`config.mk`:
```
export PLATFORM = sky130hd
export DESIGN_NAME = uart_rx
export DESIGN_NICKNAME = d
export VERILOG_FILES = /design/src/rtl/uart_rx.sv
export SDC_FILE = /design/constraint.sdc
export NUM_CORES = 1
export LEC_CHECK = 0
export CORE_MARGIN = 2
export CORE_UTILIZATION = 43
export DETAILED_ROUTE_END_ITERATION = 10
export GPL_TIMING_DRIVEN = 0
export MAX_ROUTING_LAYER = met4
export SETUP_SLACK_MARGIN = 0.05
export SLEW_MARGIN = 20
export SYNTH_ARGS = -nofsm -noshare
export SYNTH_HDL_FRONTEND = slang
export SYNTH_SLANG_ARGS = --single-unit
```
`constraint.sdc`:
```
create_clock -name clk -period 2.9 [get_ports clk]
set_input_delay 0.435 -clock clk [delete_from_list [all_inputs] [get_ports clk]]
set_output_delay 0.435 -clock clk [all_outputs]
set_load 0.05 [all_outputs]
```
`src/rtl/uart_rx.sv`:
```
// Oversampling UART receiver: start/data/stop framing, LSB first, frame error on low stop bit.
// Define UART_RX_PARITY_EN to receive one even-parity bit after the data and expose parity_err.
module uart_rx #(
  parameter int OVERSAMPLE = 8,
  parameter int DATA_BITS  = 8
) (
  input  logic                 clk,
  input  logic                 rst,
  input  logic                 baud_tick,
  input  logic                 rx,
  output logic [DATA_BITS-1:0] rx_data,
  output logic                 rx_done,
  output logic                 rx_busy,
  output logic                 frame_err
`ifdef UART_RX_PARITY_EN
  ,
  output logic                 parity_err
`endif
);

  localparam int TW = $clog2(OVERSAMPLE);
  localparam int BW = $clog2(DATA_BITS) + 1;
  localparam logic [TW-1:0] TICK_MID  = TW'(OVERSAMPLE / 2 - 1);
  localparam logic [TW-1:0] TICK_LAST = TW'(OVERSAMPLE - 1);
  localparam logic [BW-1:0] BIT_LAST  = BW'(DATA_BITS - 1);

`ifdef UART_RX_PARITY_EN
  typedef enum logic [2:0] {IDLE, START, DATA, PARITY, STOP} state_t;
`else
  typedef enum logic [1:0] {IDLE, START, DATA, STOP} state_t;
`endif

  logic                 rx_meta_q;
  logic                 rx_s_q;
  logic                 rx_d_q;
  logic                 start_edge;
  state_t               state_q;
  logic [TW-1:0]        tick_q;
  logic [BW-1:0]        bit_q;
  logic [DATA_BITS-1:0] shift_q;
  logic [DATA_BITS-1:0] shift_d;
  logic [DATA_BITS-1:0] rx_data_q;
  logic                 rx_done_q;
  logic                 frame_err_q;
`ifdef UART_RX_PARITY_EN
  logic                 parity_bit_q;
  logic                 parity_err_q;
`endif

  // Synchronizer idles high so reset never looks like a falling edge.
  always_ff @(posedge clk or posedge rst) begin
    if (rst) begin
      rx_meta_q <= 1'b1;
      rx_s_q    <= 1'b1;
      rx_d_q    <= 1'b1;
    end else begin
      rx_meta_q <= rx;
      rx_s_q    <= rx_meta_q;
      rx_d_q    <= rx_s_q;
    end
  end

  assign start_edge = rx_d_q & ~rx_s_q;
  assign shift_d    = {rx_s_q, shift_q[DATA_BITS-1:1]};

  always_ff @(posedge clk or posedge rst) begin
    if (rst) begin
      state_q      <= IDLE;
      tick_q       <= '0;
      bit_q        <= '0;
      shift_q      <= '0;
      rx_data_q    <= '0;
      rx_done_q    <= 1'b0;
      frame_err_q  <= 1'b0;
`ifdef UART_RX_PARITY_EN
      parity_bit_q <= 1'b0;
      parity_err_q <= 1'b0;
`endif
    end else begin
      rx_done_q <= 1'b0;
      case (state_q)
        IDLE: begin
          if (start_edge) begin
            state_q <= START;
            tick_q  <= '0;
          end
        end
        START: begin
          if (baud_tick) begin
            if (tick_q == TICK_MID) begin
              // A line back high at mid start bit was only a glitch.
              state_q <= rx_s_q ? IDLE : DATA;
              tick_q  <= '0;
              bit_q   <= '0;
            end else begin
              tick_q <= tick_q + 1'b1;
            end
          end
        end
        DATA: begin
          if (baud_tick) begin
            if (tick_q == TICK_LAST) begin
              tick_q  <= '0;
              shift_q <= shift_d;
              bit_q   <= bit_q + BW'(1);
              if (bit_q == BIT_LAST) begin
`ifdef UART_RX_PARITY_EN
                state_q <= PARITY;
`else
                state_q <= STOP;
`endif
              end
            end else begin
              tick_q <= tick_q + 1'b1;
            end
          end
        end
`ifdef UART_RX_PARITY_EN
        PARITY: begin
          if (baud_tick) begin
            if (tick_q == TICK_LAST) begin
              tick_q       <= '0;
              parity_bit_q <= rx_s_q;
              state_q      <= STOP;
            end else begin
              tick_q <= tick_q + 1'b1;
            end
          end
        end
`endif
        STOP: begin
          if (baud_tick) begin
            if (tick_q == TICK_LAST) begin
              tick_q       <= '0;
              rx_data_q    <= shift_q;
              rx_done_q    <= 1'b1;
              frame_err_q  <= ~rx_s_q;
`ifdef UART_RX_PARITY_EN
              parity_err_q <= (^shift_q) ^ parity_bit_q;
`endif
              state_q      <= IDLE;
            end else begin
              tick_q <= tick_q + 1'b1;
            end
          end
        end
        default: state_q <= IDLE;
      endcase
    end
  end

  assign rx_data    = rx_data_q;
  assign rx_done    = rx_done_q;
  assign frame_err  = frame_err_q;
  assign rx_busy    = (state_q != IDLE);
`ifdef UART_RX_PARITY_EN
  assign parity_err = parity_err_q;
`endif

endmodule

```
==> run summary <==
Sequential share of power: 46.4%
VDD IR max: 364 uV
Status: complete, no violations
CP Data Required Time: 2470 ps
Row count: 20
Arrival time of the worst setup path: 1800 ps
Share of cells above drive strength 1: 30.5%
Via-to-Cell Ratio: 5.20
Int Power: 715 uW
Initial core utilization: 45.3%
Post CTS Setup Buffer Count: 0
DP HPWL: 1.54 mm
Total core area: 0.00308 mm^2
Skew final: 4.56 ps
Dpl cells: 164
Total track usage: 15.7%
Post-Synthesis Cells: 106
Switching Fraction: 34.3%
Die span in x: 61.0 um
Final worst-path cycle share: 77.2%
Ant. Diodes: 0
Grt total ovfl: 0
CTS tree: done
Critical path class: reg2out
Net load switching power: 374 uW
Startpoint Class: flop
Starting DRT DRC Count: 43
Max_cap viols: 0
Seq/Total Area, Yosys: 54.1%
Post-Syn Area: 0.00140 mm^2
WL final: 2.23 mm
Vias in the first global route: 903
Syn nets: 114
Placer congestion estimate: 0.789
Clock share of power: 23.2%
CTS Hold Bufs: 0
Slew margin rel.: 60.9%
Final Critical Period: 2240 ps
Setup TNS: 0 ps
Die Y: 61.0 um
Sink Count: 30
Clock transition at path regs: 90 ps
Setup violations, final: 0
Avg Inst Size Synth: 13.2 um^2
DR WL/cell: 13.0 um
Least-Margin Pin Slew: 586 ps
Worst Path Max Fanout: 4
Worst-skew pair later-pin latency: 320 ps
IO Pins: 15
Port Buffers: 14
Die footprint: 0.00372 mm^2
Max Clk Rate: 0.447 GHz
Resized cells post-CTS: 0
Synth cell types: 38
Setup WS pre-CTS: 750 ps
Area Growth Syn to Fin: 18.3%
Final hold viol count: 0
HP Class: reg2reg
Lkg Pwr: 0.744 nW
Total power: 1.09 mW
Clock root buffer: clkbuf_4
Antenna-violating nets left: 0
Synth Register Bits: 30
Initial antenna violation count: 0
Final Non-Filler Cells: 172
RSZ-0062 raised after global routing: false
Clock Path Buffers: 2
Final worst slack: 662 ps
Fillers: 276
Drt drc: 0
Pre-antenna DRT Iters: 4
Slew Viols, Final: 0
Worst setup EP type: output pin
Largest net degree at the start of global routing: 31
TritonCTS buffer count: 5
Syn. warnings: 0
Cell Pwr Density: 660 mW/mm^2
Final nets: 135
Combinational share of power: 30.5%
First-pass GRT wire length: 4.08 mm
Via count: 895
Number of H-tree levels: 2
per-stage QoR:
step                cell area [um^2]  utilization (%)  hold slack (ps)
CTS                             1650             53.6              367
global route                    1650             53.6              373
global placement                1590             51.7              348
floorplan                       1400                -              345
finish                          1650             53.6              366
detailed placement              1590             51.7              348
layout by cell type, fill, tap and decap left out, types with 2 or more instances in the layout:
cell type / n
clkbuf_4: 5
clkbuf_1: 2
nor4_1: 2
ha_1: 4
clkdlybuf4s50_1: 14
and4_1: 2
a211oi_1: 4
inv_1: 4
nand2_1: 2
dfrtp_1: 27
o21ai_0: 3
dfstp_2: 3
buf_6: 2
mux2_2: 17
nor2_1: 3
a21oi_1: 7
routing by layer:
layer | routed length (um) | up-vias | GRT usage, %
met1 | 1070 | 441 | 20.5
met2 | 1050 | 17 | 22.4
met3 | 77 | 7 | 5.12
met4 | 40 | 0 | 6.52
met5 | 0 | - | -
li1 | - | 430 | -
state kept, by name, summed over array words and instances, names as in the netlist, named ones only:
| register | count |
|---|---|
| frame_err | 1 |
| bit_q | 4 |
| tick_q | 3 |
| rx_meta_q | 1 |
| rx_data | 8 |
| state_q | 1 |
| rx_done | 1 |
| rx_s_q | 1 |
| shift_q | 8 |
| rx_d_q | 1 |
cells in the mapped netlist, drive strengths merged:
cell    number  area (um^2)
and3         1         6.26
nor4bb       1         10.0
dfrtp       27          676
o31ai        1         7.51
and4b        1         10.0
mux2        17          191
or2          1         6.26
a21oi        7         35.0
dfstp        3         78.8
clkbuf       1         3.75
nand4b       1         8.76
a211oi       4         30.0
nand3b       1         7.51
nand2b       1         6.26
nor3         2         21.3
nand2        4         25.0
a21o         1         7.51
o22a         1         8.76
nor4b        2         32.5
a311oi       1         8.76
a41o         1         10.0
ha           4         50.1
and4         2         17.5
inv          5         18.8
nor4         2         12.5
nand3        2         22.5
a32o         1         10.0
buf          4         35.0
o21ai        3         15.0
nor2         4         22.5
worst paths after layout:
path                                        start                     end  slack (ps)  cells past startpoint
min in group asynchronous                     rst  rx_data[3]$_DFFE_PP0P_         490                      2
max reg2reg                 tick_q[1]$_DFFE_PP0P_  shift_q[7]$_DFFE_PP0P_        1230                      5
min reg2reg                   rx_meta_q$_DFF_PP1_        rx_s_q$_DFF_PP1_         370                      0
max in group asynchronous                     rst   tick_q[1]$_DFFE_PP0P_        2020                      2
max                        state_q[0]$_DFFE_PP0P_                 rx_busy         660                      2
min                           rx_meta_q$_DFF_PP1_        rx_s_q$_DFF_PP1_         370                      0
layout make-up:
class / count / area (um^2) / area share, %
timing repair buffer: 14 / 140 / 8.49
clock buffer: 7 / 55.1 / 3.34
tap: 44 / 55.1 / 3.34
clock inverter: 1 / 5.00 / 0.303
multi-input combinational: 66 / 583 / 35.3
sequential: 30 / 754 / 45.7
buffer: 5 / 38.8 / 2.35
inverter: 5 / 18.8 / 1.14
power by group through the flow:
stage	Clock (mW)	Sequential, mW	Combinational (mW)
detailed placement	0	0.514	0.335
CTS	0.261	0.506	0.336
finish	0.252	0.505	0.332
floorplan	0	0.514	0.254
global placement	0	0.512	0.328
global route	0.288	0.518	0.374
worst max-delay path: stages, from the launching register on:
cell and delay, ps:
dfrtp_1 440, or2_2 340, clkdlybuf4s50_1 710
kinds of logic after synthesis:
family / after synthesis / synth area share (%)
compound gates: 20 / 9.51
fa+ha+maj: 4 / 3.59
simple gates: 25 / 15.0
buf+inv: 10 / 4.13
flops: 30 / 54.1
mux: 17 / 13.7
No activity file was read; power rests on OpenSTA's default activity.
